### config.mk
export PLATFORM = sky130hd
export DESIGN_NAME = mem_port_arbiter
export DESIGN_NICKNAME = d
export VERILOG_FILES = /design/src/rtl/mem_port_arbiter.sv
export SDC_FILE = /design/constraint.sdc
export NUM_CORES = 1
export LEC_CHECK = 0
export ABC_AREA = 1
export ABC_CLOCK_PERIOD_IN_PS = 2800
export CORE_AREA = 5 5 172 174
export DETAILED_ROUTE_END_ITERATION = 10
export DIE_AREA = 0 0 177 179
export GPL_ROUTABILITY_DRIVEN = 0
export SYNTH_ARGS = -nofsm -noshare
export SYNTH_HDL_FRONTEND = slang
export SYNTH_SLANG_ARGS = --single-unit
### constraint.sdc
create_clock -name clk -period 2.8 [get_ports clk]
set_input_delay 0.7 -clock clk [delete_from_list [all_inputs] [get_ports clk]]
set_output_delay 0.7 -clock clk [all_outputs]
set_load 0.1 [all_outputs]
### src/rtl/mem_port_arbiter.sv
// Two-requester arbiter for a single 64-bit synchronous RAM port: round-robin
// with optional lock, zero-wait combinational grant, 1-cycle read return.
module mem_port_arbiter #(
  parameter int AW       = 32,
  parameter int LOCK_MAX = 16
) (
  input  logic          clk,
  input  logic          rst_n,
  input  logic          i_req0,
  input  logic          i_req1,
  input  logic          i_we0,
  input  logic          i_we1,
  input  logic          i_lock0,
  input  logic          i_lock1,
  input  logic [AW-1:0] i_addr0,
  input  logic [AW-1:0] i_addr1,
  input  logic [7:0]    i_be0,
  input  logic [7:0]    i_be1,
  input  logic [63:0]   i_wdata0,
  input  logic [63:0]   i_wdata1,
  output logic          o_gnt0,
  output logic          o_gnt1,
  output logic          o_rvalid0,
  output logic          o_rvalid1,
  output logic [63:0]   o_rdata,
  output logic [7:0]    o_mem_we,
  output logic [AW-1:0] o_mem_addr,
  output logic [63:0]   o_mem_wdata,
  input  logic [63:0]   i_mem_rdata
);

  typedef enum logic [1:0] {ARB, HOLD0, HOLD1} state_t;

  localparam int            CW   = $clog2(LOCK_MAX + 2) + 1;
  localparam logic [CW-1:0] LMAX = CW'(LOCK_MAX);

  state_t        r_state, w_state_nxt;
  logic          r_last, w_last_nxt;
  logic [CW-1:0] r_cnt, w_cnt_nxt, w_cnt_inc;
  logic          w_cap_hit;
  logic          w_gnt0, w_gnt1;
  logic          w_glock, w_oreq, w_olock;
  logic          r_rvalid0_p1, r_rvalid1_p1;
  logic [AW-1:0] w_addr_sel;
  logic          w_unused;

  always_comb begin
    w_gnt0      = 1'b0;
    w_gnt1      = 1'b0;
    w_glock     = 1'b0;
    w_oreq      = 1'b0;
    w_olock     = 1'b0;
    w_state_nxt = r_state;
    w_last_nxt  = r_last;
    w_cnt_nxt   = r_cnt;
    w_cnt_inc   = r_cnt + CW'(1);
    w_cap_hit   = (LOCK_MAX != 0) && (w_cnt_inc >= LMAX);
    case (r_state)
      ARB: begin
        if (i_req0 && i_req1) begin
          w_gnt0 = r_last;
          w_gnt1 = ~r_last;
        end else begin
          w_gnt0 = i_req0;
          w_gnt1 = i_req1;
        end
        if (w_gnt0 || w_gnt1) begin
          w_last_nxt = w_gnt1;
          w_glock    = w_gnt1 ? i_lock1 : i_lock0;
          // A limit of one beat means a lock can never extend ownership.
          if (w_glock && (LOCK_MAX != 1)) begin
            w_state_nxt = w_gnt1 ? HOLD1 : HOLD0;
            w_cnt_nxt   = CW'(1);
          end
        end
      end
      HOLD0, HOLD1: begin
        w_oreq  = (r_state == HOLD1) ? i_req1 : i_req0;
        w_olock = (r_state == HOLD1) ? i_lock1 : i_lock0;
        w_gnt0  = (r_state == HOLD0) && i_req0;
        w_gnt1  = (r_state == HOLD1) && i_req1;
        if (w_oreq) begin
          if (!w_olock || w_cap_hit) begin
            w_state_nxt = ARB;
            w_cnt_nxt   = '0;
          end else begin
            w_cnt_nxt   = w_cnt_inc;
          end
        end else if (!w_olock) begin
          w_state_nxt = ARB;
          w_cnt_nxt   = '0;
        end
      end
      default: begin
        w_state_nxt = ARB;
        w_cnt_nxt   = '0;
      end
    endcase
  end

  always_ff @(posedge clk or negedge rst_n) begin
    if (!rst_n) begin
      r_state <= ARB;
      r_last  <= 1'b1;
      r_cnt   <= '0;
    end else begin
      r_state <= w_state_nxt;
      r_last  <= w_last_nxt;
      r_cnt   <= w_cnt_nxt;
    end
  end

  // With no grant the address/data mux rests on port 0 and no byte is written.
  assign w_addr_sel  = w_gnt1 ? i_addr1 : i_addr0;
  assign o_mem_addr  = {w_addr_sel[AW-1:3], 3'b000};
  assign o_mem_wdata = w_gnt1 ? i_wdata1 : i_wdata0;
  assign o_mem_we    = (w_gnt0 && i_we0) ? i_be0 :
                       (w_gnt1 && i_we1) ? i_be1 : 8'h00;
  assign o_gnt0      = w_gnt0;
  assign o_gnt1      = w_gnt1;
  assign w_unused    = ^{i_addr0[2:0], i_addr1[2:0]};

  // Read return stage: p0 grant -> p1 data from RAM
  always_ff @(posedge clk or negedge rst_n) begin
    if (!rst_n) begin
      r_rvalid0_p1 <= 1'b0;
      r_rvalid1_p1 <= 1'b0;
    end else begin
      r_rvalid0_p1 <= w_gnt0 && !i_we0;
      r_rvalid1_p1 <= w_gnt1 && !i_we1;
    end
  end

  assign o_rvalid0 = r_rvalid0_p1;
  assign o_rvalid1 = r_rvalid1_p1;
  assign o_rdata   = i_mem_rdata;

endmodule

== Word-level counts from Yosys, hierarchy flattened ==
Index checks and enable logic that the tools add are counted.
Word-level totals
  flip-flop bits (word level): 11
  bits of input ports: 280
  output and inout port bits: 172
  logic and storage cells: 57
Operators by class
  $add $sub $neg: 1
  $lt $le $gt $ge: 1
  equal/unequal tests: 6
  multiplexer cells: 26
  bitwise gates (word level): 1
  reductions and logical operators: 17
Operator list (count)
  two-way mux 64 bit: 1
  two-way mux 32 bit: 1
  two-way mux 6 bit: 5
  two-way mux 8 bit: 2
  two-way mux 2 bit: 6
  case mux 6 bit (2 select lines): 1
  logical AND 1 bit: 7
  two-way mux 1 bit: 7
  adder 6 x 1 -> 6 bit (second input constant): 1
  >= comparator 6 x 5 -> 1 bit (second input constant): 1
  inequality test 3 bit (second input constant): 2
  inequality test 2 bit (second input constant): 2
  case mux 1 bit (2 select lines): 2
  case mux 2 bit (2 select lines): 1
  AND reduction 4 bit: 1
  logical NOT 1 bit: 3
  AND reduction 3 bit: 1
  equality test 2 x 1 -> 1 bit (second input constant): 1
  equality test 2 bit (second input constant): 1
  logical NOT 2 bit: 1
  logical OR 1 bit: 2
  AND reduction 2 bit: 1
  OR reduction 2 bit: 1
  inverter 1 bit: 1

== Logic depth before layout (Yosys ltp) ==
  depth after elaboration: 7
  mapped depth: 11
  mapped depth without buffers: 11

== Worst setup path after synthesis ==
No wires, ideal clock.
  path type: input to output
  start: in i_req0
  end: out o_mem_we[1]
  data arrival time: 3.449 ns
  required time: 2.100 ns
  path slack: -1.349 ns
  stages: 10
  buffers on the path: 1
  cells stage by stage: nand2_1 > nand2_1 > inv_2 > nand2_2 > nand2_1 > nand2_2 > inv_2 > buf_4 > nand3_1 > o21ai_0
On the way
  cells in the longest elaborated chain, start to end: 7
  elaborated cells between the ends (all ways): 12
  those cells by class: mux: 8; reduce/logical: 4
RTL lines
  start: declaration: RTL line 9  | input logic i_req0,
  logical AND 1 bit: RTL line 60  | if (i_req0 && i_req1) begin
  two-way mux 1 bit: RTL line 60
  two-way mux 1 bit: RTL line 58  | case (r_state)
  case mux 1 bit (2 select lines): RTL line 58
  logical AND 1 bit: RTL line 118  | (w_gnt1 && i_we1) ? i_be1 : 8'h00;
  two-way mux 8 bit: RTL line 118
  two-way mux 8 bit *: RTL line 117  | assign o_mem_we = (w_gnt0 && i_we0) ? i_be0 :
  end: declaration: RTL line 26  | output logic [7:0] o_mem_we,
Every way passes the cells marked *; elsewhere a longest branch is shown, timed or not. The select of a mux whose other input is x is not followed.

== Worst setup path in the final report ==
  start: in i_req0
  end: reg r_state[1]
On the way
  cells in the longest elaborated chain, start to end: 7
  elaborated cells between the ends (all ways): 18
  those cells by class: eq/ne: 4; mux: 11; reduce/logical: 3
RTL lines
  logical AND 1 bit: RTL line 60
  two-way mux 1 bit: RTL line 60
  two-way mux 1 bit: RTL line 58
  two-way mux 2 bit: RTL line 72  | w_state_nxt = w_gnt1 ? HOLD1 : HOLD0;
  two-way mux 2 bit: RTL line 71  | if (w_glock && (LOCK_MAX != 1)) begin
  two-way mux 2 bit: RTL line 67  | if (w_gnt0 || w_gnt1) begin
  case mux 2 bit (2 select lines): RTL line 58
  end signal: assignment: RTL line 107  | r_state <= w_state_nxt;
  end: declaration: RTL line 37  | state_t r_state, w_state_nxt;
Parallel ways exist; a longest one is shown, timed or not. The select of a mux whose other input is x is not followed.
A chain may end at the register's enable or synchronous reset.

==> impl_metrics.json <==
{
  "drc": 0,
  "synth-seq-cells": 11,
  "tightestPinTransition_ns": 0.523,
  "powerDensity_nw_per_um2": 1350,
  "hold_viol": 0,
  "finalSetupViolations": 0,
  "ys_seq_area_share_pct": 10.7,
  "vias": 3995,
  "portBuffers": 314,
  "cts_root_buf": "clkbuf_16",
  "p_leak_nw": 3.46,
  "stdcell_area_sq_um": 7490,
  "detail-route-antenna-nets": 0,
  "antenna_found_initial": 1,
  "tns_ns": 0,
  "core_sq_um": 27600,
  "hold_buffers": 0,
  "grt.overflow.total": 0,
  "rsz0062_at_grt": "true",
  "cts_sinks": 11,
  "crit_type": "in -> reg",
  "clk_pin_slew_ns": 0.04,
  "syn2layout_area_growth_pct": 190,
  "drt_first_pass_iters": 4,
  "start_util_pct": 9.36,
  "hold_class": "reg -> reg",
  "min_period_over_period_pct": 96.0,
  "critPathRequiredTime_ns": 2.93,
  "insertion_delay_ns": 0.24,
  "grt_pass1_vias": 3927,
  "final_cell_mix": "nand2_1 (265), clkdlybuf4s50_1 (207), buf_12 (111), nand2_2 (57), buf_4 (27)",
  "diodes": 0,
  "finalNetCount": 1060,
  "die_x_microns": 177,
  "post-route-util_pct": 27.1,
  "maxSlewHeadroom_pct": 65.0,
  "netlist_area_sq_um": 2590,
  "hpwl_microns": 13600,
  "avgSynthCellArea_sq_um": 5.17,
  "cp_data_arrival_time_ns": 2.82,
  "wl_per_cell_microns": 14.8,
  "syn_inst": 500,
  "drive_above_1_share_pct": 30.6,
  "place_inst": 1123,
  "htreeDepth": 1,
  "grt_pass1_wl_microns": 23600,
  "track_usage_pct": 9.57,
  "cts_tree": "built",
  "grt_start_max_net_pins": 47,
  "drv_slew": 0,
  "crit_fanout": 4,
  "die-area_sq_um": 31700,
  "fin_cells": 1152,
  "clock_skew_ns": 0.000507,
  "fill_cells": 2987,
  "finalPower_mw": 10.1,
  "setup_slack_ns": 0.112,
  "min_period_ns": 2.69,
  "die_y_microns": 179,
  "hold-worst-slack_ns": 0.475,
  "power_frac_seq_pct": 2.4,
  "avgViaCountPerCell": 3.47,
  "cap_violations": 0,
  "post_synth_num_cell_types": 25,
  "end_kind": "flop",
  "ys.warnings.count": 0,
  "mostFrequentLayoutCell": "nand2_1",
  "cts.path.max_buffers": 2,
  "p_clk_share_pct": 2.6,
  "wl_microns": 17000,
  "switching_share_pct": 62.0,
  "start_kind": "primary input",
  "status": "finished clean",
  "fmax_mhz": 372,
  "dp_worst_setup_slack_ns": -0.380,
  "drt_iter0_markers": 137,
  "switchingPower_mw": 6.28,
  "num_io_pins": 452,
  "cts_made_buffers": 3,
  "rows": 61,
  "p_int_mw": 3.84,
  "p_comb_share_pct": 95.0,
  "place_area_sq_um": 6850,
  "irDropWorstVdd_mv": 0.711
}
## registers in the layout, indices dropped and copies added, names as in the netlist
name	count
r_state	2
r_last	1
o_rvalid0	1
r_cnt	6
o_rvalid1	1
## critical path: stages
cell and delay, ns:
buf_2 0.10, nand2_2 0.07, buf_4 0.13, buf_4 0.12
buf_4 0.12, buf_4 0.12, buf_4 0.12, buf_4 0.11
buf_4 0.12, buf_4 0.12, buf_4 0.12, buf_4 0.12
buf_4 0.12, buf_4 0.11, nand3_1 0.08, nand3_2 0.10
nand3b_4 0.12, inv_1 0.08, nand3b_1 0.08, nand2_1 0.05
## synthesized netlist by cell type, drive strengths merged
library cell,number,area (sq um)
xor2,1,8.76
nand3,20,100
nor3,1,5.00
nand2,325,1220
o21bai,1,7.51
o21ai,10,50.0
nand3b,2,18.8
ha,5,62.6
dfrtp,10,250
nand4,1,6.26
conb,1,3.75
dfstp,1,26.3
clkbuf,1,3.75
a21oi,1,5.00
nor2,9,36.3
inv,21,78.8
xnor2,1,8.76
buf,89,689
## what timing repair did
action / in CTS / in global routing
gates cloned: 5 / 0
pin swaps: 7 / 6
setup buffers: 19 / 2
gates resized for setup: 70 / 19
setup endpoints to repair: 103 / 110
## cell families (layout without fill, tap and decap cells)
group	count (synthesis)	in the layout	synth area share, %
and+or+nand+nor	358	358	53.8
adders and majority gates	5	5	2.42
xor gates and xnor gates	2	2	0.677
buffers and inverters	111	383	29.9
AOI/OAI and AO/OA	12	12	2.42
other	1	3	0.145
DFF	11	11	10.7
## path summary, 6_finish.rpt
path / start / to / slack [ns] / cells after the start
worst max-delay path: i_req0 / r_state[1]$_DFFE_PN0P_ / 0.11 / 20
worst min-delay path: r_cnt[5]$_DFFE_PN0P_ / r_cnt[5]$_DFFE_PN0P_ / 0.47 / 2
worst max register to register: r_last$_DFFE_PN1P_ / r_state[1]$_DFFE_PN0P_ / 0.12 / 19
worst min register to register: r_cnt[5]$_DFFE_PN0P_ / r_cnt[5]$_DFFE_PN0P_ / 0.47 / 2
max in group asynchronous: rst_n / r_last$_DFFE_PN1P_ / 1.63 / 1
min in group asynchronous: rst_n / o_rvalid1$_DFF_PN0_ / 0.81 / 1
## power groups by stage
stage	Clock [mW]	Sequential [mW]	Combinational, mW
floorplan	0	0.277	5.90
global placement	0	0.236	8.90
detailed placement	0	0.237	8.94
CTS	0.269	0.237	9.64
global route	0.276	0.248	9.99
finish	0.260	0.242	9.62
## metal layers
layer	GRT usage, %	vias up	routed length, microns
met3	4.60	12	2440
met1	10.7	1733	6080
met4	0.903	2	87
li1	-	1979	-
met2	17.2	269	8420
met5	0	-	13
## area by class of cell
type	instances	area, sq um	share of cell area [%]
Tap cell	378	473	6.32
Multi-Input combinational cell	380	1830	24.4
Clock buffer	4	78.8	1.05
Timing Repair Buffer	358	4740	63.3
Sequential cell	11	277	3.69
Inverter	21	91.3	1.22
No activity file was read; power rests on OpenSTA's default activity.
